**config.mk**
```make
export PLATFORM = sky130hd
export DESIGN_NAME = ibus_sramlike_axi_flat
export DESIGN_NICKNAME = d
export VERILOG_FILES = /design/src/rtl/ibus_sramlike_axi_if.sv /design/src/rtl/ibus_sramlike_axi.sv /design/src/flat_wrapper.sv
export SDC_FILE = /design/constraint.sdc
export NUM_CORES = 1
export LEC_CHECK = 0
export CAP_MARGIN = 20
export CORE_MARGIN = 2
export CORE_UTILIZATION = 28
export CTS_CLUSTER_DIAMETER = 200
export DETAILED_ROUTE_END_ITERATION = 16
export GPL_TIMING_DRIVEN = 0
export PLACE_DENSITY = 0.74
export SETUP_SLACK_MARGIN = 0.05
export SKIP_LAST_GASP = 1
export SYNTH_ARGS = -nofsm -noshare
export SYNTH_HDL_FRONTEND = slang
export SYNTH_SLANG_ARGS = --single-unit
export TNS_END_PERCENT = 5
```
**constraint.sdc**
```tcl
create_clock -name clock -period 1.2 [get_ports clock]
set_input_delay 0.18 -clock clock [delete_from_list [all_inputs] [get_ports clock]]
set_output_delay 0.18 -clock clock [all_outputs]
set_load 0.1 [all_outputs]
```
**src/rtl/ibus_sramlike_axi_if.sv**
```systemverilog
// Bus bundle for the instruction-side bridge: CPU sram_like fetch port plus AXI AR/R channels.
// "master" is the bridge's view, "slave" is the environment (fetch unit and AXI slave).
interface ibus_sramlike_axi_if #(
  parameter int ID_W = 4
);
  logic            inst_req;
  logic            inst_wr;
  logic [1:0]      inst_size;
  logic [31:0]     inst_addr;
  logic [31:0]     inst_wdata;
  logic [31:0]     inst_rdata;
  logic            inst_addr_ok;
  logic            inst_data_ok;

  logic [ID_W-1:0] arid;
  logic [31:0]     araddr;
  logic [7:0]      arlen;
  logic [2:0]      arsize;
  logic [1:0]      arburst;
  logic [1:0]      arlock;
  logic [3:0]      arcache;
  logic [2:0]      arprot;
  logic            arvalid;
  logic            arready;

  logic [ID_W-1:0] rid;
  logic [31:0]     rdata;
  logic [1:0]      rresp;
  logic            rlast;
  logic            rvalid;
  logic            rready;

  modport master (
    input  inst_req, inst_wr, inst_size, inst_addr, inst_wdata,
    output inst_rdata, inst_addr_ok, inst_data_ok,
    output arid, araddr, arlen, arsize, arburst, arlock, arcache, arprot, arvalid,
    input  arready,
    input  rid, rdata, rresp, rlast, rvalid,
    output rready
  );

  modport slave (
    output inst_req, inst_wr, inst_size, inst_addr, inst_wdata,
    input  inst_rdata, inst_addr_ok, inst_data_ok,
    input  arid, araddr, arlen, arsize, arburst, arlock, arcache, arprot, arvalid,
    output arready,
    output rid, rdata, rresp, rlast, rvalid,
    input  rready
  );
endinterface

```
**src/rtl/ibus_sramlike_axi.sv**
```systemverilog
// Instruction-side sram_like to AXI read bridge; one single-beat read in flight at a time.
//   state | meaning
//   IDLE  | no fetch outstanding, waiting for inst_req
//   AR    | address held on AR channel until arready
//   R     | waiting for the read beat; rready high
module ibus_sramlike_axi #(
  parameter int              ID_W     = 4,
  parameter logic [ID_W-1:0] ARID_VAL = '0
) (
  input  logic                clock,
  input  logic                reset,
  ibus_sramlike_axi_if.master bus,
  output logic                bus_err
);

  typedef enum logic [1:0] {
    IDLE = 2'd0,
    AR   = 2'd1,
    R    = 2'd2
  } state_t;

  state_t      state, state_nxt;
  logic [31:0] araddr_q;
  logic [1:0]  size_q;
  logic        arvalid_q;
  logic        capture;
  logic        ar_done;
  logic        r_done;

  always_ff @(posedge clock) begin
    if (reset) begin
      state     <= IDLE;
      arvalid_q <= 1'b0;
      araddr_q  <= '0;
      size_q    <= '0;
      bus_err   <= 1'b0;
    end else begin
      state <= state_nxt;
      if (capture) begin
        araddr_q <= bus.inst_addr;
        size_q   <= bus.inst_size;
      end
      if (capture) arvalid_q <= 1'b1;
      else if (ar_done) arvalid_q <= 1'b0;
      if (r_done && (bus.rresp != 2'b00)) bus_err <= 1'b1;
    end
  end

  // Any beat completes the fetch: arlen is fixed at 0, so rlast carries no extra information.
  always_comb begin
    state_nxt        = state;
    capture          = 1'b0;
    ar_done          = 1'b0;
    r_done           = 1'b0;
    bus.inst_addr_ok = 1'b0;
    bus.inst_data_ok = 1'b0;
    bus.inst_rdata   = '0;
    bus.rready       = 1'b0;
    unique case (state)
      IDLE: begin
        if (bus.inst_req) begin
          capture   = 1'b1;
          state_nxt = AR;
        end
      end
      AR: begin
        bus.inst_addr_ok = bus.arready;
        if (bus.arready) begin
          ar_done   = 1'b1;
          state_nxt = R;
        end
      end
      R: begin
        bus.rready = 1'b1;
        if (bus.rvalid) begin
          r_done           = 1'b1;
          bus.inst_data_ok = 1'b1;
          bus.inst_rdata   = bus.rdata;
          state_nxt        = IDLE;
        end
      end
      default: state_nxt = IDLE;
    endcase
  end

  assign bus.arid    = ARID_VAL;
  assign bus.araddr  = araddr_q;
  assign bus.arlen   = 8'd0;
  assign bus.arsize  = {1'b0, size_q};
  assign bus.arburst = 2'b01;
  assign bus.arlock  = 2'b00;
  assign bus.arcache = 4'b0000;
  assign bus.arprot  = 3'b000;
  assign bus.arvalid = arvalid_q;

  // Write side and response ID are intentionally dropped; this is a read-only fetch path.
  logic unused_ok;
  assign unused_ok = ^{bus.inst_wr, bus.inst_wdata, bus.rid, bus.rlast};

endmodule

```
**src/flat_wrapper.sv**
```systemverilog
// flat-port wrapper written by rule: the top's interface ports become plain ports
module ibus_sramlike_axi_flat 
#(
  parameter int              ID_W     = 4,
  parameter logic [ID_W-1:0] ARID_VAL = '0
)
  (clock, reset, bus_err, bus_inst_req, bus_inst_wr, bus_inst_size, bus_inst_addr, bus_inst_wdata, bus_inst_rdata, bus_inst_addr_ok, bus_inst_data_ok, bus_arid, bus_araddr, bus_arlen, bus_arsize, bus_arburst, bus_arlock, bus_arcache, bus_arprot, bus_arvalid, bus_arready, bus_rid, bus_rdata, bus_rresp, bus_rlast, bus_rvalid, bus_rready);
  ibus_sramlike_axi_if #(.ID_W(ID_W)) bus_i ();
  input  logic clock;
  input  logic reset;
  output logic bus_err;
  input wire logic [$bits(bus_i.inst_req)-1:0] bus_inst_req;
  input wire logic [$bits(bus_i.inst_wr)-1:0] bus_inst_wr;
  input wire logic [$bits(bus_i.inst_size)-1:0] bus_inst_size;
  input wire logic [$bits(bus_i.inst_addr)-1:0] bus_inst_addr;
  input wire logic [$bits(bus_i.inst_wdata)-1:0] bus_inst_wdata;
  output wire logic [$bits(bus_i.inst_rdata)-1:0] bus_inst_rdata;
  output wire logic [$bits(bus_i.inst_addr_ok)-1:0] bus_inst_addr_ok;
  output wire logic [$bits(bus_i.inst_data_ok)-1:0] bus_inst_data_ok;
  output wire logic [$bits(bus_i.arid)-1:0] bus_arid;
  output wire logic [$bits(bus_i.araddr)-1:0] bus_araddr;
  output wire logic [$bits(bus_i.arlen)-1:0] bus_arlen;
  output wire logic [$bits(bus_i.arsize)-1:0] bus_arsize;
  output wire logic [$bits(bus_i.arburst)-1:0] bus_arburst;
  output wire logic [$bits(bus_i.arlock)-1:0] bus_arlock;
  output wire logic [$bits(bus_i.arcache)-1:0] bus_arcache;
  output wire logic [$bits(bus_i.arprot)-1:0] bus_arprot;
  output wire logic [$bits(bus_i.arvalid)-1:0] bus_arvalid;
  input wire logic [$bits(bus_i.arready)-1:0] bus_arready;
  input wire logic [$bits(bus_i.rid)-1:0] bus_rid;
  input wire logic [$bits(bus_i.rdata)-1:0] bus_rdata;
  input wire logic [$bits(bus_i.rresp)-1:0] bus_rresp;
  input wire logic [$bits(bus_i.rlast)-1:0] bus_rlast;
  input wire logic [$bits(bus_i.rvalid)-1:0] bus_rvalid;
  output wire logic [$bits(bus_i.rready)-1:0] bus_rready;
  assign bus_i.inst_req = bus_inst_req;
  assign bus_i.inst_wr = bus_inst_wr;
  assign bus_i.inst_size = bus_inst_size;
  assign bus_i.inst_addr = bus_inst_addr;
  assign bus_i.inst_wdata = bus_inst_wdata;
  assign bus_inst_rdata = bus_i.inst_rdata;
  assign bus_inst_addr_ok = bus_i.inst_addr_ok;
  assign bus_inst_data_ok = bus_i.inst_data_ok;
  assign bus_arid = bus_i.arid;
  assign bus_araddr = bus_i.araddr;
  assign bus_arlen = bus_i.arlen;
  assign bus_arsize = bus_i.arsize;
  assign bus_arburst = bus_i.arburst;
  assign bus_arlock = bus_i.arlock;
  assign bus_arcache = bus_i.arcache;
  assign bus_arprot = bus_i.arprot;
  assign bus_arvalid = bus_i.arvalid;
  assign bus_i.arready = bus_arready;
  assign bus_i.rid = bus_rid;
  assign bus_i.rdata = bus_rdata;
  assign bus_i.rresp = bus_rresp;
  assign bus_i.rlast = bus_rlast;
  assign bus_i.rvalid = bus_rvalid;
  assign bus_rready = bus_i.rready;
  ibus_sramlike_axi #(.ID_W(ID_W), .ARID_VAL(ARID_VAL)) u_core (.clock(clock), .reset(reset), .bus(bus_i), .bus_err(bus_err));
endmodule
```
After elaboration in Yosys (flattened, before gate mapping) --
Cells that the tools add are included.
Word-level totals: bits in registers 38, latch bits 0, memory bits (writable) 0, memory bits (read-only) 0, input bits 111, output and inout bits 95, logic and storage cells 31, memories 0
Cells by class: $add $sub $neg 0, $mul 0, div/mod/pow operators 0, magnitude comparators 0, equality and inequality tests 5, shifts and indexed selects 0, muxes and demuxes 16, bitwise logic cells 0, reductions and logical operators 5
Operators by type and width (number):
- $mux W32 | 2
- $mux W1 | 10
- $mux W2 | 3
- $ne A2 B2 Y1 const B | 3
- $pmux W2 S3 | 1
- $reduce_bool A2 Y1 | 2
- $reduce_and A3 Y1 | 1
- $eq A2 B1 Y1 const B | 1
- $eq A2 B2 Y1 const B | 1
- $logic_not A2 Y1 | 1
- $logic_and A1 B1 Y1 | 1

Logic depth before layout (Yosys ltp) --
Gate-level depths: netlist of the first run.
depth in word-level cells 4, depth in mapped cells 4

Worst setup path before layout of the first run --
OpenSTA, ideal clock, no wires.
kind register -> output, from register u_core.state[0], to output bus_inst_rdata[0], data arrival time 1.418 ns, data required time 1.020 ns, setup slack -0.398 ns, stages on the path, launching flop included 4, buffers on the path 1, cell sequence dfxtp_1 -> and3b_1 -> buf_6 -> and2_1
Between the ends: word-level cells in the longest chain between the ends 2
RTL lines:
- start, declared | RTL line ibus_sramlike_axi.sv:22 | state_t state, state_nxt;
- start signal, assigned | RTL line ibus_sramlike_axi.sv:38 | state <= state_nxt;
- $eq A2 B2 Y1 | RTL line ibus_sramlike_axi.sv:59 | unique case (state)
- $mux W32 | RTL line ibus_sramlike_axi.sv:59
- end, declared | RTL line flat_wrapper.sv:17 | output wire logic [$bits(bus_i.inst_rdata)-1:0] bus_inst_rdata;
Every way passes these cells.

Final worst setup path of the first run --
from register u_core.araddr_q[2] (netlist: u_core.bus.araddr[2]), to output bus_araddr[2]
RTL lines:
- start, declared | RTL line ibus_sramlike_axi.sv:23 | logic [31:0] araddr_q;
- start signal, assigned | RTL line ibus_sramlike_axi.sv:40 | araddr_q <= bus.inst_addr;
- end, declared | RTL line flat_wrapper.sv:21 | output wire logic [$bits(bus_i.araddr)-1:0] bus_araddr;
No word-level cell between the ends.

==> flow_summary.yaml, run 1 <==
outcome:
  status: "complete, but fails checks"
  violations: "negative setup slack"
logic_synthesis:
  synth_area_sq_um: 2240
  synth_commonest_cells: "70 x nand2b_1, 38 x dfxtp_1, 34 x mux2i_1"
  syn_inst: 227
  yosys.area.top_type: "dfxtp_1"
  synth-seq-cells: 38
  async_flop_share_pct: 0
  syn_area_per_cell_sq_um: 9.86
  synthAdderAreaFrac_pct: 0
  synth_xor_area_share_pct: 0
  yosys.area_share.simple_pct: 34.4
  ys.flop_type: "dfxtp_1"
  synth_area_leaders: "dfxtp_1 34%, nand2b_1 20%, mux2i_1 15%, and2_4 11%, buf_4 8.0%"
  yosysWarnings: 0
  yosysUniqueCellTypes: 21
  synth_top_family_by_area: "simple AND/OR/NAND/NOR gates"
  synthMuxAreaShare_pct: 15.2
  synth_most_common_cell: "nand2b_1"
  yosysSeqAreaShare_pct: 34.0
  synth-compound-area-share_pct: 1.51
  synth_top_area_share_pct: 34.0
  synth-edff-count: 0
clock_tree:
  cts_hold_buffers: 0
  cts.sinks: 38
  clock_path_buffers: 2
  clk_pin_slew_worst_paths_ns: 0.08
  cts_made_buffers: 5
  cts_tree: "done"
  htreeDepth: 2
  worstSkewPairLatency_ns: 0.28
  cts_root_buf: "clkbuf_8"
critical_path:
  worstPathCellList: "clkdlybuf4s15_1"
  startpoint: "u_core.bus.araddr[2]"
  cp.arrival_ns: 1.47
  worstSetupPathType: "reg -> out"
  slowest_stage: "clkdlybuf4s15_1"
  critical_path.startpoint_type: "flop"
  cp_max_fo: 2
  worstPathRequired_ns: 1.02
  path_delay_family: "buffers and inverters"
  r2r-end: "u_core.bus.araddr[27]"
  regToRegSetupSlack_ns: -0.21
  r2r-start: "u_core.state[0]"
  setup.worst_path.end: "bus_araddr[2]"
  reg2regPathDepth: 6
  slowest_delay_ns: 0.83
  cp-end-kind: "output pin"
  cp.buffers_inverters: 1
  path_depth: 1
floorplanning:
  core-area_sq_um: 7730
  dieHeight_microns: 93.4
  die_area_sq_um: 8730
  pin_count: 206
  start_util_pct: 29.0
  rows: 32
  die_x_microns: 93.4
power_and_ir_drop:
  p_sw_mw: 1.85
  clkPwrFrac_pct: 24.8
  vdd.ir_drop.worst_mv: 0.712
  p_int_mw: 2.63
  switching_share_pct: 41.3
  seqPwrFrac_pct: 31.4
  power_frac_comb_pct: 43.8
  power-per-cell-area_nw_per_um2: 1040
  leakagePower_nw: 1.89
  finalPower_mw: 4.47
hold_path:
  min_from: "bus_inst_addr[4]"
  min_path_type: "in -> reg"
placed_design:
  dp_hpwl_microns: 5170
  post_dp_cell_area_sq_um: 3900
  gp_congestion: 0.662
  portBuffers: 143
run:
  maxCapViolCount: 0
grt:
  grt_pass1_vias: 2115
  grtUsageTotal_pct: 15.2
  grt_pass1_wl_microns: 10400
  grt_overflow: 0
  grt_max_degree: 12
  grt_antenna_before_repair: 0
finish:
  drive_gt1_share_pct: 29.0
  final_area_sq_um: 4290
  fin_nets: 515
  nFillCells: 664
  diodes: 0
  area_growth_syn_to_layout_pct: 91.4
sta:
  worst_slack_ns: -0.448
  holdWs_ns: 0.464
  period_share_pct: 137
  hold_violations: 0
  timing.final.crit_period_ns: 1.65
  relSlewSlack_pct: 34.5
  setup_violations: 108
  rsz0062_at_grt: "yes"
  drv_slew: 0
  setup_tns_ns: -35.33
  tightest_slew_ns: 0.987
  skew_ns: 0.00348
  fmax_ghz: 0.607
routing:
  detail-route-antenna-nets: 0
  vias_per_cell: 4.06
  dr_wl_met2_microns: 3760
  wl_met1_microns: 2280
  drt_pass1_iterations: 4
  top_layer_used: "met4"
  drc_errors: 0
  dr_total_vias: 2056
  drtIter0Drc: 27
  wire_per_inst_microns: 13.3
  wl_met3_microns: 661
  wirelength_microns: 6740
==> layout make-up <==
class	count	area (sq um)	share of cell area, %
Buffer	39	332	7.74
Clock buffer	6	82.6	1.93
Clock inverter	1	30.0	0.701
Inverter	1	3.75	0.0876
Multi-Input combinational cell	171	1240	28.9
Sequential cell	38	766	17.9
Tap cell	102	128	2.98
Timing Repair Buffer	148	1710	39.8
==> per-stage QoR <==
stage | worst slack, ns | cells | util, %
global placement | -1.36 | 494 | 50.4
CTS | -0.469 | 505 | 55.3
detailed placement | -1.37 | 494 | 50.4
floorplan | -0.176 | 249 | -
finish | -0.448 | 506 | 55.5
global route | -0.523 | 506 | 55.5
==> power groups by stage <==
stage	logic (mW)	clock network, mW	registers (mW)
after floorplan	0.819	0	2.07
after global placement	1.96	0	1.44
after detailed placement	1.97	0	1.44
after CTS	1.97	1.16	1.41
after global routing	2.04	1.20	1.42
final	1.96	1.11	1.40
==> flip-flops by register name (all words and copies together), names as in the netlist <==
signal	count
u_core.bus.araddr	32
u_core.bus.arvalid	1
u_core.bus_err	1
u_core.size_q	2
u_core.state	2
==> timing repair <==
action / 4_1_cts / 5_1_grt
gates cloned: 1 / 1
setup endpoints to repair: 108 / 109
gates resized for setup: 356 / 2
setup buffers: 3 / 0
pin swaps: 0 / 0
==> cells in the final DEF, fill, tap and decap left out <==
cell type | synthesis | routed
clkdlybuf4s50_1 | 0 | 72
nand2b_1 | 70 | 70
dfxtp_1 | 38 | 36
mux2i_1 | 34 | 34
buf_4 | 24 | 32
and2_4 | 29 | 29
clkdlybuf4s15_1 | 0 | 29
buf_12 | 3 | 25
conb_1 | 2 | 24
buf_8 | 0 | 8
clkbuf_1 | 7 | 7
clkbuf_8 | 0 | 6
buf_6 | 5 | 5
dlygate4sd2_1 | 0 | 5
and2_2 | 0 | 3
clkdlybuf4s15_2 | 0 | 3
and3b_1 | 2 | 1
and2b_1 | 1 | 1
and3b_2 | 0 | 1
nor3b_2 | 1 | 1
or2b_1 | 1 | 1
a211oi_1 | 1 | 1
inv_1 | 1 | 1
o2bb2ai_1 | 1 | 1
nor3b_1 | 1 | 1
o21a_1 | 1 | 1
or3_1 | 1 | 1
o211a_1 | 1 | 1
bufinv_16 | 0 | 1
buf_2 | 0 | 1
dfxtp_4 | 0 | 1
dfxtp_2 | 0 | 1
==> metal layers <==
| layer | track usage, % | vias to the layer above |
|---|---|---|
| met3 | 5.56 | 4 |
| met1 | 14.2 | 928 |
| met5 | 0 | - |
| met2 | 30.9 | 102 |
| met4 | 3.06 | 0 |
| li1 | - | 1022 |
==> tightest hold or removal path, cell delays in order <==
cell	delay [ns]
clkdlybuf4s50_1	0.40
nand2b_1	0.07
mux2i_1	0.06
==> kinds of logic (layout without fill, tap and decap cells) <==
| kind of cell | after synthesis | in the layout |
|---|---|---|
| compound gates | 4 | 4 |
| buf+inv | 40 | 195 |
| other cells | 2 | 24 |
| simple gates | 109 | 109 |
| mux | 34 | 34 |
| flops | 38 | 38 |
==> worst min-delay path by stage <==
stage                            end  slack [ns]  cells after the start
2_1_floorplan        u_core.state[0]        0.33                      2
3_3_place_gp         u_core.state[0]        0.46                      1
3_5_place_dp         u_core.state[0]        0.46                      1
4_1_cts             u_core.size_q[1]        0.45                      3
5_1_grt        u_core.bus.araddr[13]        0.46                      3
6_report        u_core.bus.araddr[4]        0.46                      3
Note: power is estimated with default switching activity, not from simulation.
==> run 2, diff against run 1 <==
--- a/config.mk
+++ b/config.mk
@@ -7,11 +7,13 @@
 export LEC_CHECK = 0
 export CAP_MARGIN = 20
 export CORE_MARGIN = 2
-export CORE_UTILIZATION = 28
+export CORE_UTILIZATION = 29
+export CTS_BUF_LIST = sky130_fd_sc_hd__clkbuf_4 sky130_fd_sc_hd__clkbuf_8
 export CTS_CLUSTER_DIAMETER = 200
 export DETAILED_ROUTE_END_ITERATION = 16
 export GPL_TIMING_DRIVEN = 0
-export PLACE_DENSITY = 0.74
+export PLACE_DENSITY = 0.77
+export RECOVER_POWER = 100
 export SETUP_SLACK_MARGIN = 0.05
 export SKIP_LAST_GASP = 1
 export SYNTH_ARGS = -nofsm -noshare
==> run 2 against run 1 <==
  * Worst setup slack better by 0.011 ns
  * Register-to-register slack better by 0.14 ns
  * Power up 4.8%
  * The run still ends with negative setup slack left
  * Worst hold slack got worse by 0.010 ns
  * Clock power grew 18%
==> flow_summary.yaml, run 2 (synthesized netlist as in run 1, its figures left out) <==
power_and_ir_drop:
  finalPower_mw: 4.69
  vdd.ir_drop.worst_mv: 0.521
  power-per-cell-area_nw_per_um2: 1080
  leakagePower_nw: 1.84
routing:
  wirelength_microns: 6620
  drc_errors: 0
  detail-route-antenna-nets: 0
  dr_total_vias: 2030
  vias_per_cell: 4.04
  drtIter0Drc: 37
  drt_pass1_iterations: 4
  wire_per_inst_microns: 13.2
finish:
  largest_register_ffs: 32
  drive_gt1_share_pct: 36.2
  final_cell_mix: "72 x clkdlybuf4s50_1, 70 x nand2b_1, 36 x dfxtp_1"
  final_common_cell: "clkdlybuf4s50_1"
  fin_nets: 511
  area_growth_syn_to_layout_pct: 93.1
  diodes: 0
sta:
  setup_violations: 108
  rsz0062_at_grt: "yes"
  period_share_pct: 136
  tightest_slew_ns: 0.953
  timing.final.crit_period_ns: 1.64
  drv_slew: 0
  relSlewSlack_pct: 36.7
  holdWs_ns: 0.453
  hold_violations: 0
  setup_tns_ns: -23.76
  skew_ns: 0.00928
  worst_slack_ns: -0.438
  fmax_ghz: 0.611
clock_tree:
  cts_root_buf: "clkbuf_8"
  worstSkewPairLatency_ns: 0.29
  cts_tree: "done"
  cts_hold_buffers: 0
  clk_pin_slew_worst_paths_ns: 0.08
  cts.sinks: 38
  htreeDepth: 2
  cts_made_buffers: 5
  clock_path_buffers: 2
critical_path:
  path_delay_family: "buffers and inverters"
  cpMostUsedCell: "buf_6"
  cp.arrival_ns: 1.46
  worstPathRequired_ns: 1.02
  cp-end-kind: "output pin"
  critical_path.startpoint_type: "flop"
  cp.buffers_inverters: 3
  worstSetupPathType: "reg -> out"
  cp_max_fo: 10
  worstPathCellList: "and3b_1, buf_6, buf_6, and2_4, buf_12"
  slowest_stage: "dfxtp_4"
  slowest_delay_ns: 0.37
floorplanning:
  core-area_sq_um: 7610
  die_area_sq_um: 8440
  rows: 32
  start_util_pct: 29.4
  die_x_microns: 91.9
  pin_count: 206
  dieHeight_microns: 91.9
grt:
  grt_max_degree: 14
  grt_pass1_vias: 2107
  grtUsageTotal_pct: 15.4
  grt_pass1_wl_microns: 10500
  grt_overflow: 0
  grt_antenna_before_repair: 0
run:
  maxCapViolCount: 0
placed_design:
  portBuffers: 143
  gp_congestion: 0.702
  dp_hpwl_microns: 5120
outcome:
  status: "complete, but fails checks"
  violations: "negative setup slack"
hold_path:
  min_path_type: "in -> reg"
run 2: per-stage QoR:
stage          setup slack, ns  cells  utilization [%]  area, sq um
2_1_floorplan           -0.176    249                -         2340
3_3_place_gp             -1.34    494             51.2         3900
3_5_place_dp             -1.36    494             51.2         3900
4_1_cts                 -0.446    502             56.6         4310
5_1_grt                 -0.499    503             56.8         4320
6_report                -0.438    503             56.8         4320
run 2: cell type report:
type / instances / area (sq um)
inverters: 1 / 3.75
clock inverters: 3 / 68.8
multi-input cells: 171 / 1240
flip-flops and latches: 38 / 766
fillers: 635 / 3290
repair buffers: 144 / 1720
plain buffers: 39 / 332
clock buffers: 5 / 68.8
well taps: 102 / 128
run 2: repair_timing:
| item | in CTS | in global routing |
|---|---|---|
| gates resized for setup | 389 | 2 |
| setup endpoints to repair | 108 | 109 |
| buffers inserted | 0 | 1 |
run 2: path summary, 6_finish.rpt:
check / from / slack, ns / cells past startpoint / end
setup reg to reg: u_core.state[0] / -0.07 / 5 / u_core.bus.araddr[18]
hold reg to reg: u_core.state[1] / 0.47 / 1 / u_core.state[0]
hold / removal: bus_inst_addr[23] / 0.45 / 3 / u_core.bus.araddr[23]
setup / recovery: u_core.state[0] / -0.44 / 5 / bus_inst_rdata[7]
run 2: power breakdown:
group,switching (mW),internal [mW],leakage [nW]
Sequential,0.0542,1.35,0.314
Clock,0.479,0.833,0.0683
Combinational,1.35,0.618,1.46
run 2: worst min-delay path, stage by stage:
cell,delay (ns)
clkdlybuf4s50_1,0.40
nand2b_1,0.06
mux2i_1,0.06
run 2: layer usage:
metal  up-vias  global-route usage (%)  wire length [microns]
li1       1012                       -                      -
met1       911                    15.2                   2350
met2       102                    30.8                   3600
met3         5                    5.26                    631
met4         0                    2.61                     28
met5         -                       0                      0
